`src/rtl/rpn_ctrl_if.sv`:
```
// Command, stack and result signals between the RPN controller and its environment.
// The controller takes the slave side; the command source and attached stack take the master side.
interface rpn_ctrl_if #(
  parameter int unsigned WIDTH = 18,
  parameter int unsigned DEPTH = 16
);
  localparam int unsigned DW = $clog2(DEPTH + 1);

  logic             i_valid;
  logic             o_ready;
  logic [2:0]       i_op;
  logic [WIDTH-1:0] i_data;
  logic             o_stk_push;
  logic             o_stk_pop;
  logic [WIDTH-1:0] o_stk_data;
  logic [WIDTH-1:0] i_stk_data;
  logic [WIDTH-1:0] o_result;
  logic             o_result_valid;
  logic [DW-1:0]    o_depth;
  logic             o_err;

  modport slave (
    input  i_valid, i_op, i_data, i_stk_data,
    output o_ready, o_stk_push, o_stk_pop, o_stk_data, o_result, o_result_valid, o_depth, o_err
  );

  modport master (
    output i_valid, i_op, i_data, i_stk_data,
    input  o_ready, o_stk_push, o_stk_pop, o_stk_data, o_result, o_result_valid, o_depth, o_err
  );
endinterface

```
`src/rtl/rpn_ctrl.sv`:
```
// RPN command controller: sequences push/pop strobes on an external stack, evaluates binary
// ops, DUP and PEEK, and tracks stack depth with sticky underflow/overflow detection.
module rpn_ctrl #(
  parameter int unsigned WIDTH = 18,
  parameter int unsigned DEPTH = 16
) (
  input  logic         i_clk,
  input  logic         i_rst,
  rpn_ctrl_if.slave    bus
);
  localparam int unsigned DW = $clog2(DEPTH + 1);
  localparam logic [DW-1:0] Full = DW'(DEPTH);

  localparam logic [2:0] OpPush = 3'd0, OpAdd = 3'd1, OpSub = 3'd2, OpAnd = 3'd3,
                         OpOr   = 3'd4, OpXor = 3'd5, OpDup = 3'd6, OpPeek = 3'd7;

  localparam logic [3:0] StIdle = 4'd0, StPush = 4'd1, StPopB = 4'd2, StPopA = 4'd3,
                         StWrite = 4'd4, StDup1 = 4'd5, StDup2 = 4'd6, StPeek1 = 4'd7,
                         StErr = 4'd8;

  logic [3:0]       state_q, state_d;
  logic [2:0]       op_q;
  logic [WIDTH-1:0] data_q, b_q, result_q, alu;
  logic [DW-1:0]    depth_q;
  logic             err_q, result_valid_q;
  logic             accept, underflow, overflow;

  assign accept = bus.i_valid && (state_q == StIdle) && !i_rst;

  always_comb begin
    underflow = 1'b0;
    overflow  = 1'b0;
    case (bus.i_op)
      OpPush: overflow = (depth_q == Full);
      OpDup: begin
        underflow = (depth_q == '0);
        overflow  = (depth_q == Full);
      end
      OpPeek:  underflow = (depth_q == '0);
      default: underflow = (depth_q < DW'(2));
    endcase
  end

  // a is the deeper operand, arriving from the second pop.
  always_comb begin
    case (op_q)
      OpAdd:   alu = bus.i_stk_data + b_q;
      OpSub:   alu = bus.i_stk_data - b_q;
      OpAnd:   alu = bus.i_stk_data & b_q;
      OpOr:    alu = bus.i_stk_data | b_q;
      OpXor:   alu = bus.i_stk_data ^ b_q;
      default: alu = '0;
    endcase
  end

  always_comb begin
    state_d = state_q;
    case (state_q)
      StIdle: begin
        if (accept) begin
          if (underflow || overflow) begin
            state_d = StErr;
          end else begin
            case (bus.i_op)
              OpPush:  state_d = StPush;
              OpDup:   state_d = StDup1;
              default: state_d = StPopB;
            endcase
          end
        end
      end
      StPopB:  state_d = (op_q == OpPeek) ? StPeek1 : StPopA;
      StPopA:  state_d = StWrite;
      StDup1:  state_d = StDup2;
      StDup2:  state_d = StPush;
      default: state_d = StIdle;
    endcase
  end

  always_ff @(posedge i_clk) begin
    if (i_rst) begin
      state_q        <= StIdle;
      op_q           <= '0;
      data_q         <= '0;
      b_q            <= '0;
      result_q       <= '0;
      depth_q        <= '0;
      err_q          <= 1'b0;
      result_valid_q <= 1'b0;
    end else begin
      state_q        <= state_d;
      result_valid_q <= 1'b0;
      if (accept) begin
        op_q   <= bus.i_op;
        data_q <= bus.i_data;
        if (underflow || overflow) err_q <= 1'b1;
      end
      case (state_q)
        StPush:  depth_q <= depth_q + 1'b1;
        StPopA:  b_q <= bus.i_stk_data;
        StWrite: begin
          depth_q        <= depth_q - 1'b1;
          result_q       <= alu;
          result_valid_q <= 1'b1;
        end
        // DUP re-uses StPush to write the registered copy as its final strobe.
        StDup2:  data_q <= bus.i_stk_data;
        StPeek1: begin
          result_q       <= bus.i_stk_data;
          result_valid_q <= 1'b1;
        end
        default: ;
      endcase
    end
  end

  logic push_st, pop_st;
  assign push_st = (state_q == StPush) || (state_q == StWrite) || (state_q == StDup2) ||
                   (state_q == StPeek1);
  assign pop_st  = (state_q == StPopB) || (state_q == StPopA) || (state_q == StDup1);

  // Outputs are forced quiet while reset is held, even before the first reset edge.
  always_comb begin
    bus.o_stk_data = '0;
    if (!i_rst) begin
      case (state_q)
        StPush:          bus.o_stk_data = data_q;
        StWrite:         bus.o_stk_data = alu;
        StDup2, StPeek1: bus.o_stk_data = bus.i_stk_data;
        default:         bus.o_stk_data = '0;
      endcase
    end
  end

  assign bus.o_ready        = !i_rst && (state_q == StIdle);
  assign bus.o_stk_push     = !i_rst && push_st;
  assign bus.o_stk_pop      = !i_rst && pop_st;
  assign bus.o_result       = i_rst ? '0 : result_q;
  assign bus.o_result_valid = !i_rst && result_valid_q;
  assign bus.o_depth        = i_rst ? '0 : depth_q;
  assign bus.o_err          = !i_rst && err_q;
endmodule

```
`src/flat_wrapper.sv`:
```
// flat-port wrapper written by rule: the top's interface ports become plain ports
module rpn_ctrl_flat 
#(
  parameter int unsigned WIDTH = 18,
  parameter int unsigned DEPTH = 16
)
  (i_clk, i_rst, bus_i_valid, bus_i_op, bus_i_data, bus_i_stk_data, bus_o_ready, bus_o_stk_push, bus_o_stk_pop, bus_o_stk_data, bus_o_result, bus_o_result_valid, bus_o_depth, bus_o_err);
  rpn_ctrl_if #(.WIDTH(WIDTH), .DEPTH(DEPTH)) bus_i ();
  input  logic i_clk;
  input  logic i_rst;
  input wire logic [$bits(bus_i.i_valid)-1:0] bus_i_valid;
  input wire logic [$bits(bus_i.i_op)-1:0] bus_i_op;
  input wire logic [$bits(bus_i.i_data)-1:0] bus_i_data;
  input wire logic [$bits(bus_i.i_stk_data)-1:0] bus_i_stk_data;
  output wire logic [$bits(bus_i.o_ready)-1:0] bus_o_ready;
  output wire logic [$bits(bus_i.o_stk_push)-1:0] bus_o_stk_push;
  output wire logic [$bits(bus_i.o_stk_pop)-1:0] bus_o_stk_pop;
  output wire logic [$bits(bus_i.o_stk_data)-1:0] bus_o_stk_data;
  output wire logic [$bits(bus_i.o_result)-1:0] bus_o_result;
  output wire logic [$bits(bus_i.o_result_valid)-1:0] bus_o_result_valid;
  output wire logic [$bits(bus_i.o_depth)-1:0] bus_o_depth;
  output wire logic [$bits(bus_i.o_err)-1:0] bus_o_err;
  assign bus_i.i_valid = bus_i_valid;
  assign bus_i.i_op = bus_i_op;
  assign bus_i.i_data = bus_i_data;
  assign bus_i.i_stk_data = bus_i_stk_data;
  assign bus_o_ready = bus_i.o_ready;
  assign bus_o_stk_push = bus_i.o_stk_push;
  assign bus_o_stk_pop = bus_i.o_stk_pop;
  assign bus_o_stk_data = bus_i.o_stk_data;
  assign bus_o_result = bus_i.o_result;
  assign bus_o_result_valid = bus_i.o_result_valid;
  assign bus_o_depth = bus_i.o_depth;
  assign bus_o_err = bus_i.o_err;
  rpn_ctrl #(.WIDTH(WIDTH), .DEPTH(DEPTH)) u_core (.i_clk(i_clk), .i_rst(i_rst), .bus(bus_i));
endmodule
```
`config.mk`:
```
export PLATFORM = sky130hd
export DESIGN_NAME = rpn_ctrl_flat
export DESIGN_NICKNAME = d
export VERILOG_FILES = /design/src/rtl/rpn_ctrl_if.sv /design/src/rtl/rpn_ctrl.sv /design/src/flat_wrapper.sv
export SDC_FILE = /design/constraint.sdc
export NUM_CORES = 1
export LEC_CHECK = 0
export ABC_AREA = 1
export CAP_MARGIN = 30
export CORE_UTILIZATION = 47
export DETAILED_ROUTE_END_ITERATION = 16
export GPL_ROUTABILITY_DRIVEN = 0
export GPL_TIMING_DRIVEN = 0
export MAX_ROUTING_LAYER = met4
export PLACE_DENSITY = 0.75
export SYNTH_ARGS = -nofsm -noshare
export SYNTH_HDL_FRONTEND = slang
export SYNTH_SLANG_ARGS = --single-unit
```
`constraint.sdc`:
```
create_clock -name i_clk -period 2.8 [get_ports i_clk]
set_input_delay 0.42 -clock i_clk [delete_from_list [all_inputs] [get_ports i_clk]]
set_output_delay 0.42 -clock i_clk [all_outputs]
set_load 0.01 [all_outputs]
```
Yosys cells after proc, flatten, opt, wreduce, memory -nomap -nowiden
Index checks and enable logic that the tools add are counted.

$add $sub $neg: 4. $lt $le $gt $ge: 1. Eq/ne operators: 17. Multiplexer cells: 17. Bitwise logic cells: 3. Reduce and logical (&&, ||, !) cells: 25.

Operators by type and width (number): 18-bit case mux with 5 select lines (1); 18-bit 2-to-1 mux (4); 18-bit case mux with 3 select lines (1); 18-bit case mux with 2 select lines (1); 4-bit case mux with 5 select lines (1); 18-bit adder (1); 18-bit AND (1); 18-bit bitwise OR (1); 18-bit subtractor (1); 18-bit bitwise XOR (1); 4-bit by 3-bit equality test with 1-bit output (second input constant) (4); 3-bit equality test (second input constant) (5); 5-bit case mux with 2 select lines (1); 4-bit by 2-bit equality test with 1-bit output (second input constant) (2); 4-bit 2-to-1 mux (2); 2-bit OR reduction (4); 1-bit logical AND (7); 3-bit by 2-bit equality test with 1-bit output (second input constant) (2); 1-bit logical OR (6); 3-bit case mux with 2 select lines (1); 2-bit nonzero test (3); 5-bit by 1-bit adder with 5-bit output (second input constant) (1); 5-bit equality test (second input constant) (1); 5-bit logical NOT (1); 13 further kinds (14).

Register bits after elaboration: 68. Input port bits: 42. Output and inout port bits: 46. Logic and storage cells: 75.

Longest topological paths before layout
Gate-level depths: netlist of run 1.

Depth after elaboration: 7. Mapped depth: 21. Gate-level depth less buffers: 21.

Worst setup path before layout of run 1
Ideal clock, no wire load.

Path kind: reg-to-output. Start: register u_core.b_q[0]. End: output bus_o_stk_data[15]. Arrival: 2524 ps. Data required time: 2380 ps. Slack: -144 ps. Stages on the path, launching flop included: 20. Path buffers: 0. Cells stage by stage: dfxtp_1 inv_1 ha_1 inv_1 nor3_1 a21oi_1 inv_1 nand4_1 xor2_1 inv_1 ha_1 a21o_1 o21bai_1 a21oi_1 nand2_1 nand2_1 nand3_1 nand2_1 nand2_1 a21oi_1.

Cells in the longest elaborated chain, start to end: 4. Elaborated cells between the ends (all ways): 5. Those cells by class: 2 x add/sub; 3 x mux.

RTL lines: start: declaration (RTL line rpn_ctrl.sv:23) `logic [WIDTH-1:0] data_q, b_q, result_q, alu;`; start signal: assignment (RTL line rpn_ctrl.sv:100) `StPopA: b_q <= bus.i_stk_data;`; 18-bit subtractor or 18-bit adder (tied branches) (RTL line rpn_ctrl.sv:48, rpn_ctrl.sv:47); 18-bit case mux with 5 select lines (*) (RTL line rpn_ctrl.sv:46) `case (op_q)`; 18-bit case mux with 3 select lines (*) (RTL line rpn_ctrl.sv:126) `case (state_q)`; 18-bit 2-to-1 mux (*) (RTL line rpn_ctrl.sv:125) `if (!i_rst) begin`; end: declaration (RTL line flat_wrapper.sv:18) `output wire logic [$bits(bus_i.o_stk_data)-1:0] bus_o_stk_data;`.

Mark *: on every way between the ends. The rest lies on a longest branch, timed or not.

Worst setup path after layout of run 1
Start: register u_core.b_q[1]. End: output bus_o_stk_data[10].

Same word-level chain as after synthesis.

==> results of run 1 <==
==> stage by stage <==
| stage | util | total power [mW] | setup WS, ns |
|---|---|---|---|
| after floorplan | - | 1.34 | -0.00543 |
| after global placement | 0.576 | 1.54 | -1.18 |
| after detailed placement | 0.576 | 1.54 | -1.19 |
| after CTS | 0.645 | 2.74 | -0.660 |
| after global routing | 0.681 | 2.92 | -0.895 |
| final | 0.681 | 2.83 | -0.764 |
==> Yosys cell counts, types with 11 or more instances <==
library cell    n  share of area
nand2_1       201           0.13
inv_1         119          0.078
nor2_1         76          0.050
o21ai_0        74          0.064
dfxtp_1        68           0.24
a21oi_1        66          0.057
ha_1           57           0.12
a31oi_1        36          0.039
nand3_1        30          0.026
o21ai_1        24          0.021
xor2_1         18          0.027
inv_2          17          0.011
a221oi_1       11          0.017
clkbuf_1       11         0.0072
==> sequential cells by signal (all words and copies together), names as in the netlist <==
name and flops:
u_core.depth_q 5, u_core.data_q 18, u_core.result_q 18, u_core.op_q 3
u_core.result_valid_q 1, u_core.err_q 1, u_core.state_q 4, u_core.b_q 18
==> final timing paths <==
kind                 startpoint            endpoint  slack (ns)  depth (start not counted)
max               u_core.b_q[1]  bus_o_stk_data[10]       -0.76                         19
min          u_core.result_q[0]  u_core.result_q[0]        0.49                          2
max reg2reg       u_core.b_q[1]  u_core.result_q[5]       -0.61                         24
min reg2reg  u_core.result_q[0]  u_core.result_q[0]        0.49                          2
==> routing by layer <==
metal,GRT usage,share of wire,vias up
met3,0.0556,0.074,47
met1,0.419,0.42,3128
met5,-,0,-
met4,0.102,0.022,0
li1,-,-,3223
met2,0.524,0.49,307
==> cells by family (layout without fill, tap and decap cells) <==
group / Yosys count / in the layout / synth area share
and+or+nand+nor: 343 / 343 / 0.253
AOI/OAI and AO/OA: 236 / 236 / 0.231
buffers and inverters: 170 / 314 / 0.119
DFF: 68 / 68 / 0.237
adders and majority gates: 59 / 59 / 0.131
xor gates and xnor gates: 19 / 19 / 0.0289
==> repair_timing <==
item,CTS,global route
gates resized for setup,163,96
hold endpoints to repair,0,0
endpoints found under the setup margin,56,52
setup buffers,27,15
pin swaps,44,35
gates cloned,1,0
hold buffers,0,0
==> power breakdown <==
group          switching [mW]  internal [mW]  leakage (nW)
Clock                   0.434          0.703         0.144
Sequential             0.0199          0.999         0.557
Combinational           0.395          0.274          2.73
==> area by class of cell <==
cell class / instances / share of cell area
Buffer: 32 / 0.0229
Clock buffer: 10 / 0.0293
Clock inverter: 5 / 0.00645
Inverter: 137 / 0.0648
Multi-Input combinational cell: 657 / 0.543
Sequential cell: 68 / 0.169
Tap cell: 147 / 0.0226
Timing Repair Buffer: 130 / 0.142
==> worst max-delay path, delay by kind of cell (launching register included) <==
| kind | cells | cell delay (ns) |
|---|---|---|
| simple gates | 8 | 1.08 |
| buf+inv | 5 | 0.46 |
| fa+ha+maj | 2 | 0.41 |
| compound gates | 3 | 0.37 |
| flops | 1 | 0.33 |
| xor+xnor | 1 | 0.16 |
==> impl_metrics.env, run 1 <==
export IMPL_yosys_warnings=0
export IMPL_skew_ns=0.00664
export IMPL_drc=0
export IMPL_synth_nets=996
export IMPL_holdWs_ns=0.492
export IMPL_die_area_sq_mm=0.0127
export IMPL_via_per_inst=5.65
export IMPL_drt_iter0_markers=669
export IMPL_die_y_microns=113
export IMPL_drv_slew=0
export IMPL_fillCellCount=995
export IMPL_overflow=0
export IMPL_placed_cell_area_sq_mm=0.00690
export IMPL_max_slew_margin=0.325
export IMPL_dr_pass1_iters=7
export IMPL_setup_violations=18
export IMPL_cts_htree_levels=3
export IMPL_clkSinkCount=68
export IMPL_clockBufferDepth=2
export IMPL_ys_seq_elements=68
export IMPL_dp_hpwl_microns=14200
export IMPL_synth_flop_cell="dfxtp_1"
export IMPL_worst_pin_slew_ns=1.01
export IMPL_final_period_utilization=1.27
export IMPL_syn_avg_cell_area_sq_um=6.43
export IMPL_area_growth_syn_to_layout_pct=41.7
export IMPL_clk_latency_ns=0.34
export IMPL_row_count=40
export IMPL_ioPinCount=88
export IMPL_grt_usage=0.327
export IMPL_crit_type="reg -> out"
export IMPL_ant_nets=0
export IMPL_crit_fanout=4
export IMPL_clkTransAtPathRegs_ns=0.05
export IMPL_async_flop_share=0
export IMPL_worstPathArrival_ns=3.14
export IMPL_leakage_nw=3.43
export IMPL_rsz0062_at_grt="yes"
export IMPL_multi_input_area_sq_mm=0.00443
export IMPL_n_antenna_cell=0
export IMPL_post_place_cells=1129
export IMPL_grt_max_degree=20
export IMPL_netlist_instances=895
export IMPL_status="finished with violations"
export IMPL_synth_seq_area_share=0.237
export IMPL_initial_core_util=0.481
export IMPL_end_kind="primary output"
export IMPL_finalHoldViolations=0
export IMPL_cp_start_kind="flop"
export IMPL_regArea_sq_mm=0.00138
export IMPL_mostFrequentLayoutCells="163 x nand2_1, 107 x inv_1, 68 x nor2_1, 68 x clkdlybuf4s50_1, 62 x o21ai_0"
export IMPL_layoutNonFillerInstCount=1186
export IMPL_cap_violations=0
export IMPL_first_global_vias=6107
export IMPL_layout_drive_gt1_share=0.273
export IMPL_core_sq_mm=0.0120
export IMPL_worst_slack_ns=-0.764
export IMPL_io_buffers=87
export IMPL_fmax_mhz=281
export IMPL_max_stage_delay_ns=0.33
export IMPL_min_path_type="reg -> reg"
export IMPL_final_common_cell="nand2_1"
export IMPL_tns_ns=-10.48
export IMPL_ir_worst_vdd_v=0.000377
export IMPL_cts_tree="done"
export IMPL_nets=1136
export IMPL_grt_pass1_wl_microns=31400
export IMPL_cp_slowest_cell="dfxtp_2"
export IMPL_power_density_mw_per_mm2=347
export IMPL_vias=6705
export IMPL_synth_edf_count=0
export IMPL_fin_crit_ns=3.56
export IMPL_cts_buffers=9
export IMPL_violations="setup timing"
export IMPL_wl_microns=20500
export IMPL_cts_root_buf="clkbuf_16"
export IMPL_syn_cell_area_sq_mm=0.00575
export IMPL_synth_cell_types=42
export IMPL_grt_antenna_before_repair=0
export IMPL_crit_required_ns=2.38
export IMPL_final_area_sq_mm=0.00815
export IMPL_post_drt_wl_per_cell_microns=17.3
export IMPL_fp_dieW_microns=113
export IMPL_path_cells="inv_2 > ha_4 > inv_4 > nor3_4 > a21oi_4 > inv_4 > nand2_4 > xor2_4 > ha_4 > nand2_4 > inv_1 > a21oi_2 > nand3_1 > or2_2 > nand3_1 > nand2_1 > nand2_1 > a21oi_1 > buf_2"
No activity file was read; power rests on OpenSTA's default activity.
==> run 2: changes to the inputs <==
SETUP_SLACK_MARGIN = 0.5   (was unset)
==> impl_metrics.env, run 2 (synthesized netlist as in run 1, its figures left out) <==
export IMPL_clockBufferDepth=2
export IMPL_layoutNonFillerInstCount=1231
export IMPL_cts_root_buf="clkbuf_16"
export IMPL_grt_pass1_wl_microns=34300
export IMPL_vias=7091
export IMPL_final_area_sq_mm=0.00870
export IMPL_setup_violations=24
export IMPL_n_antenna_cell=0
export IMPL_power_density_mw_per_mm2=339
export IMPL_post_place_cells=1129
export IMPL_cts_buffers=9
export IMPL_ant_nets=0
export IMPL_overflow=0
export IMPL_worstPathArrival_ns=3.17
export IMPL_drt_iter0_markers=867
export IMPL_core_sq_mm=0.0120
export IMPL_max_slew_margin=0.363
export IMPL_tns_ns=-12.56
export IMPL_fillCellCount=877
export IMPL_layout_drive_gt1_share=0.304
export IMPL_final_period_utilization=1.28
export IMPL_cp_start_kind="flop"
export IMPL_end_kind="primary output"
export IMPL_wl_microns=22500
export IMPL_grt_usage=0.354
export IMPL_first_global_vias=6786
export IMPL_hold_buffers=0
export IMPL_cap_violations=0
export IMPL_final_common_cell="nand2_1"
export IMPL_cts_tree="done"
export IMPL_worst_pin_slew_ns=0.956
export IMPL_grt_max_degree=13
export IMPL_clkSinkCount=68
export IMPL_worst_slack_ns=-0.794
export IMPL_min_path_type="reg -> reg"
export IMPL_crit_type="reg -> out"
export IMPL_ir_worst_vdd_v=0.000301
export IMPL_io_buffers=87
export IMPL_row_count=40
export IMPL_die_y_microns=113
export IMPL_rsz0062_at_grt="yes"
export IMPL_grt_antenna_before_repair=0
export IMPL_crit_fanout=7
export IMPL_dr_pass1_iters=5
export IMPL_dp_hpwl_microns=14400
export IMPL_top_regs="u_core.b_q (18), u_core.data_q (18), u_core.result_q (18)"
export IMPL_finalHoldViolations=0
export IMPL_fin_crit_ns=3.59
export IMPL_clkTransAtPathRegs_ns=0.05
export IMPL_fp_dieW_microns=113
export IMPL_ioPinCount=88
export IMPL_power_total_mw=2.95
export IMPL_holdWs_ns=0.488
export IMPL_via_per_inst=5.76
export IMPL_status="finished with violations"
export IMPL_leakage_nw=3.77
export IMPL_cts_htree_levels=3
export IMPL_placed_cell_area_sq_mm=0.00698
export IMPL_post_drt_wl_per_cell_microns=18.3
export IMPL_die_area_sq_mm=0.0127
export IMPL_area_growth_syn_to_layout_pct=51.2
export IMPL_crit_required_ns=2.38
export IMPL_drv_slew=0
export IMPL_drc=0
export IMPL_nets=1180
export IMPL_fmax_mhz=278
export IMPL_initial_core_util=0.481
export IMPL_skew_ns=0.00571
export IMPL_violations="setup timing"
export IMPL_mostFrequentLayoutCells="162 x nand2_1, 109 x inv_1, 62 x clkdlybuf4s50_1, 61 x o21ai_0, 60 x nor2_1"
export IMPL_clk_latency_ns=0.33
run 2: worst paths after layout:
path,start,endpoint,slack [ns],cells past startpoint
setup / recovery,u_core.op_q[1],bus_o_stk_data[17],-0.79,20
hold / removal,u_core.err_q,u_core.err_q,0.49,2
setup reg to reg,u_core.op_q[1],u_core.result_q[6],-0.70,25
hold reg to reg,u_core.err_q,u_core.err_q,0.49,2
run 2: cell type report:
| cell class | count | area [sq um] | area share |
|---|---|---|---|
| flip-flops and latches | 68 | 1380 | 0.159 |
| well taps | 147 | 184 | 0.0211 |
| plain buffers | 33 | 233 | 0.0268 |
| clock buffers | 15 | 268 | 0.0308 |
| repair buffers | 173 | 1640 | 0.189 |
| clock inverters | 1 | 30.0 | 0.00345 |
| multi-input cells | 657 | 4420 | 0.508 |
| inverters | 137 | 541 | 0.0621 |
run 2: timing repair:
action,CTS,global route
pin swaps,65,55
gates cloned,2,0
setup buffers,71,13
resized for setup,199,105
setup endpoints to repair,64,43
run 2: where the power goes:
group / switching [mW] / internal [mW]
logic: 0.428 / 0.329
registers: 0.0247 / 0.998
clock network: 0.426 / 0.740
total: 0.878 / 2.07
run 2: metal layers:
| metal | GRT usage | up-vias | part of all wire |
|---|---|---|---|
| met4 | 0.148 | 0 | 0.041 |
| met1 | 0.423 | 3299 | 0.40 |
| li1 | - | 3305 | - |
| met2 | 0.593 | 399 | 0.48 |
| met3 | 0.0551 | 88 | 0.082 |
| met5 | - | - | 0 |
run 2: metrics by stage:
step | setup slack (ns) | utilization
6_report | -0.794 | 0.727
5_1_grt | -0.960 | 0.727
4_1_cts | -0.703 | 0.684
3_5_place_dp | -1.11 | 0.584
3_3_place_gp | -1.10 | 0.584
2_1_floorplan | -0.00502 | -
run 2: worst max-delay path: stages, from the launching register on:
cell and delay, ns:
dfxtp_2 0.36, inv_4 0.05, nor2_4 0.17, nand2_8 0.12
buf_8 0.16, o31ai_4 0.07, nand3_2 0.14, a21oi_2 0.14
xor2_1 0.18, ha_1 0.31, a21oi_2 0.17, a21boi_2 0.16
nand2_1 0.07, inv_1 0.05, nand2_1 0.05, nand2_1 0.07
nand3_2 0.11, nand2_2 0.08, nand2_2 0.07, a21oi_2 0.15
buf_2 0.15
==> run 3: changes to the inputs <==
SKIP_LAST_GASP = 1   (was unset)
==> impl_metrics.env, run 3 (synthesized netlist as in run 1, its figures left out) <==
export IMPL_layout_drive_gt1_share=0.304
export IMPL_worst_slack_ns=-0.812
export IMPL_hold_buffers=0
export IMPL_grt_usage=0.354
export IMPL_rsz0062_at_grt="yes"
export IMPL_fin_crit_ns=3.61
export IMPL_crit_required_ns=2.38
export IMPL_core_sq_mm=0.0120
export IMPL_ant_nets=0
export IMPL_power_density_mw_per_mm2=341
export IMPL_reg2reg_depth=25
export IMPL_min_delay_path_depth=2
export IMPL_status="finished with violations"
export IMPL_via_per_inst=5.76
export IMPL_grt_pass1_wl_microns=34300
export IMPL_violations="setup timing"
export IMPL_post_route_util=0.726
export IMPL_leakage_nw=3.75
export IMPL_top_regs="u_core.b_q (18), u_core.data_q (18), u_core.result_q (18)"
export IMPL_mostFrequentLayoutCells="161 x nand2_1, 110 x inv_1, 63 x clkdlybuf4s50_1, 61 x o21ai_0, 61 x nor2_1"
export IMPL_clkTransAtPathRegs_ns=0.06
export IMPL_final_common_cell="nand2_1"
export IMPL_cts_tree="done"
export IMPL_crit_fanout=7
export IMPL_fp_dieW_microns=113
export IMPL_wl_microns=22500
export IMPL_cap_violations=0
export IMPL_die_y_microns=113
export IMPL_layoutNonFillerInstCount=1231
export IMPL_row_count=40
export IMPL_io_buffers=87
export IMPL_overflow=0
export IMPL_fmax_mhz=277
export IMPL_drv_slew=0
export IMPL_ioPinCount=88
export IMPL_skew_ns=0.00508
export IMPL_final_period_utilization=1.29
export IMPL_tns_ns=-12.81
export IMPL_min_path_type="reg -> reg"
export IMPL_n_antenna_cell=0
export IMPL_post_drt_wl_per_cell_microns=18.3
export IMPL_dp_hpwl_microns=14400
export IMPL_nets=1180
export IMPL_holdWs_ns=0.487
export IMPL_area_growth_syn_to_layout_pct=50.9
export IMPL_clk_latency_ns=0.34
export IMPL_grt_max_degree=13
export IMPL_post_place_cells=1129
export IMPL_max_slew_margin=0.363
export IMPL_first_global_vias=6786
export IMPL_clockBufferDepth=2
export IMPL_clkSinkCount=68
export IMPL_drc=0
export IMPL_finalHoldViolations=0
export IMPL_cts_buffers=9
export IMPL_drt_iter0_markers=825
export IMPL_cts_root_buf="clkbuf_16"
export IMPL_crit_type="reg -> out"
export IMPL_dr_pass1_iters=5
export IMPL_die_area_sq_mm=0.0127
export IMPL_initial_core_util=0.481
export IMPL_power_total_mw=2.96
export IMPL_ir_worst_vdd_v=0.000307
export IMPL_cts_htree_levels=3
export IMPL_vias=7090
export IMPL_worst_pin_slew_ns=0.956
export IMPL_cp_start_kind="flop"
export IMPL_setup_violations=24
export IMPL_grt_antenna_before_repair=0
export IMPL_worstPathArrival_ns=3.19
export IMPL_end_kind="primary output"
[run 3: final cells by class]
cell class | instances | area (sq um)
Clock buffer | 15 | 268
Inverter | 137 | 538
Fill cell | 882 | 3280
Sequential cell | 68 | 1380
Multi-Input combinational cell | 657 | 4410
Tap cell | 147 | 184
Clock inverter | 1 | 30.0
Timing Repair Buffer | 173 | 1640
Buffer | 33 | 233
[run 3: repair_timing]
item / CTS / global route
setup endpoints to repair: 64 / 43
buffers inserted: 71 / 13
cloned: 2 / 0
pin swaps: 65 / 47
gates resized for setup: 196 / 104
[run 3: metrics by stage]
step                setup WS, ns  cell area (sq um)
floorplan               -0.00502               5930
global placement           -1.10               6980
detailed placement         -1.11               6980
CTS                       -0.703               8170
global route              -0.957               8680
finish                    -0.812               8680
[run 3: final timing paths]
check,start,end,slack [ns]
max,u_core.op_q[0],bus_o_stk_data[10],-0.81
min,u_core.result_q[2],u_core.result_q[2],0.49
max reg2reg,u_core.op_q[1],u_core.result_q[6],-0.71
min reg2reg,u_core.result_q[2],u_core.result_q[2],0.49
[run 3: routing by layer]
layer | up-vias | routed length (microns) | track usage
met5 | - | 0 | -
met4 | 0 | 878 | 0.148
met3 | 78 | 1810 | 0.0551
met2 | 396 | 10900 | 0.593
met1 | 3306 | 8990 | 0.423
li1 | 3310 | - | -
[run 3: worst max-delay path, stage by stage, from the launching register on]
cell and delay [ns]:
dfxtp_2 0.38, inv_2 0.11, nand2_8 0.15, inv_8 0.06, a21oi_2 0.16, inv_2 0.08
buf_4 0.14, nand2_2 0.07, xor2_2 0.22, ha_4 0.27, nand2_2 0.10, inv_2 0.06
a21oi_4 0.12, nand3_1 0.09, or2_2 0.28, nand3_1 0.11, nand2_1 0.10, nand2_1 0.14
a21oi_2 0.07, buf_2 0.14
[run 3: power breakdown]
| part | internal (mW) | switching (mW) | leakage (nW) |
|---|---|---|---|
| Sequential | 0.998 | 0.0247 | 0.557 |
| Clock | 0.740 | 0.432 | 0.144 |
| Combinational | 0.333 | 0.431 | 3.05 |
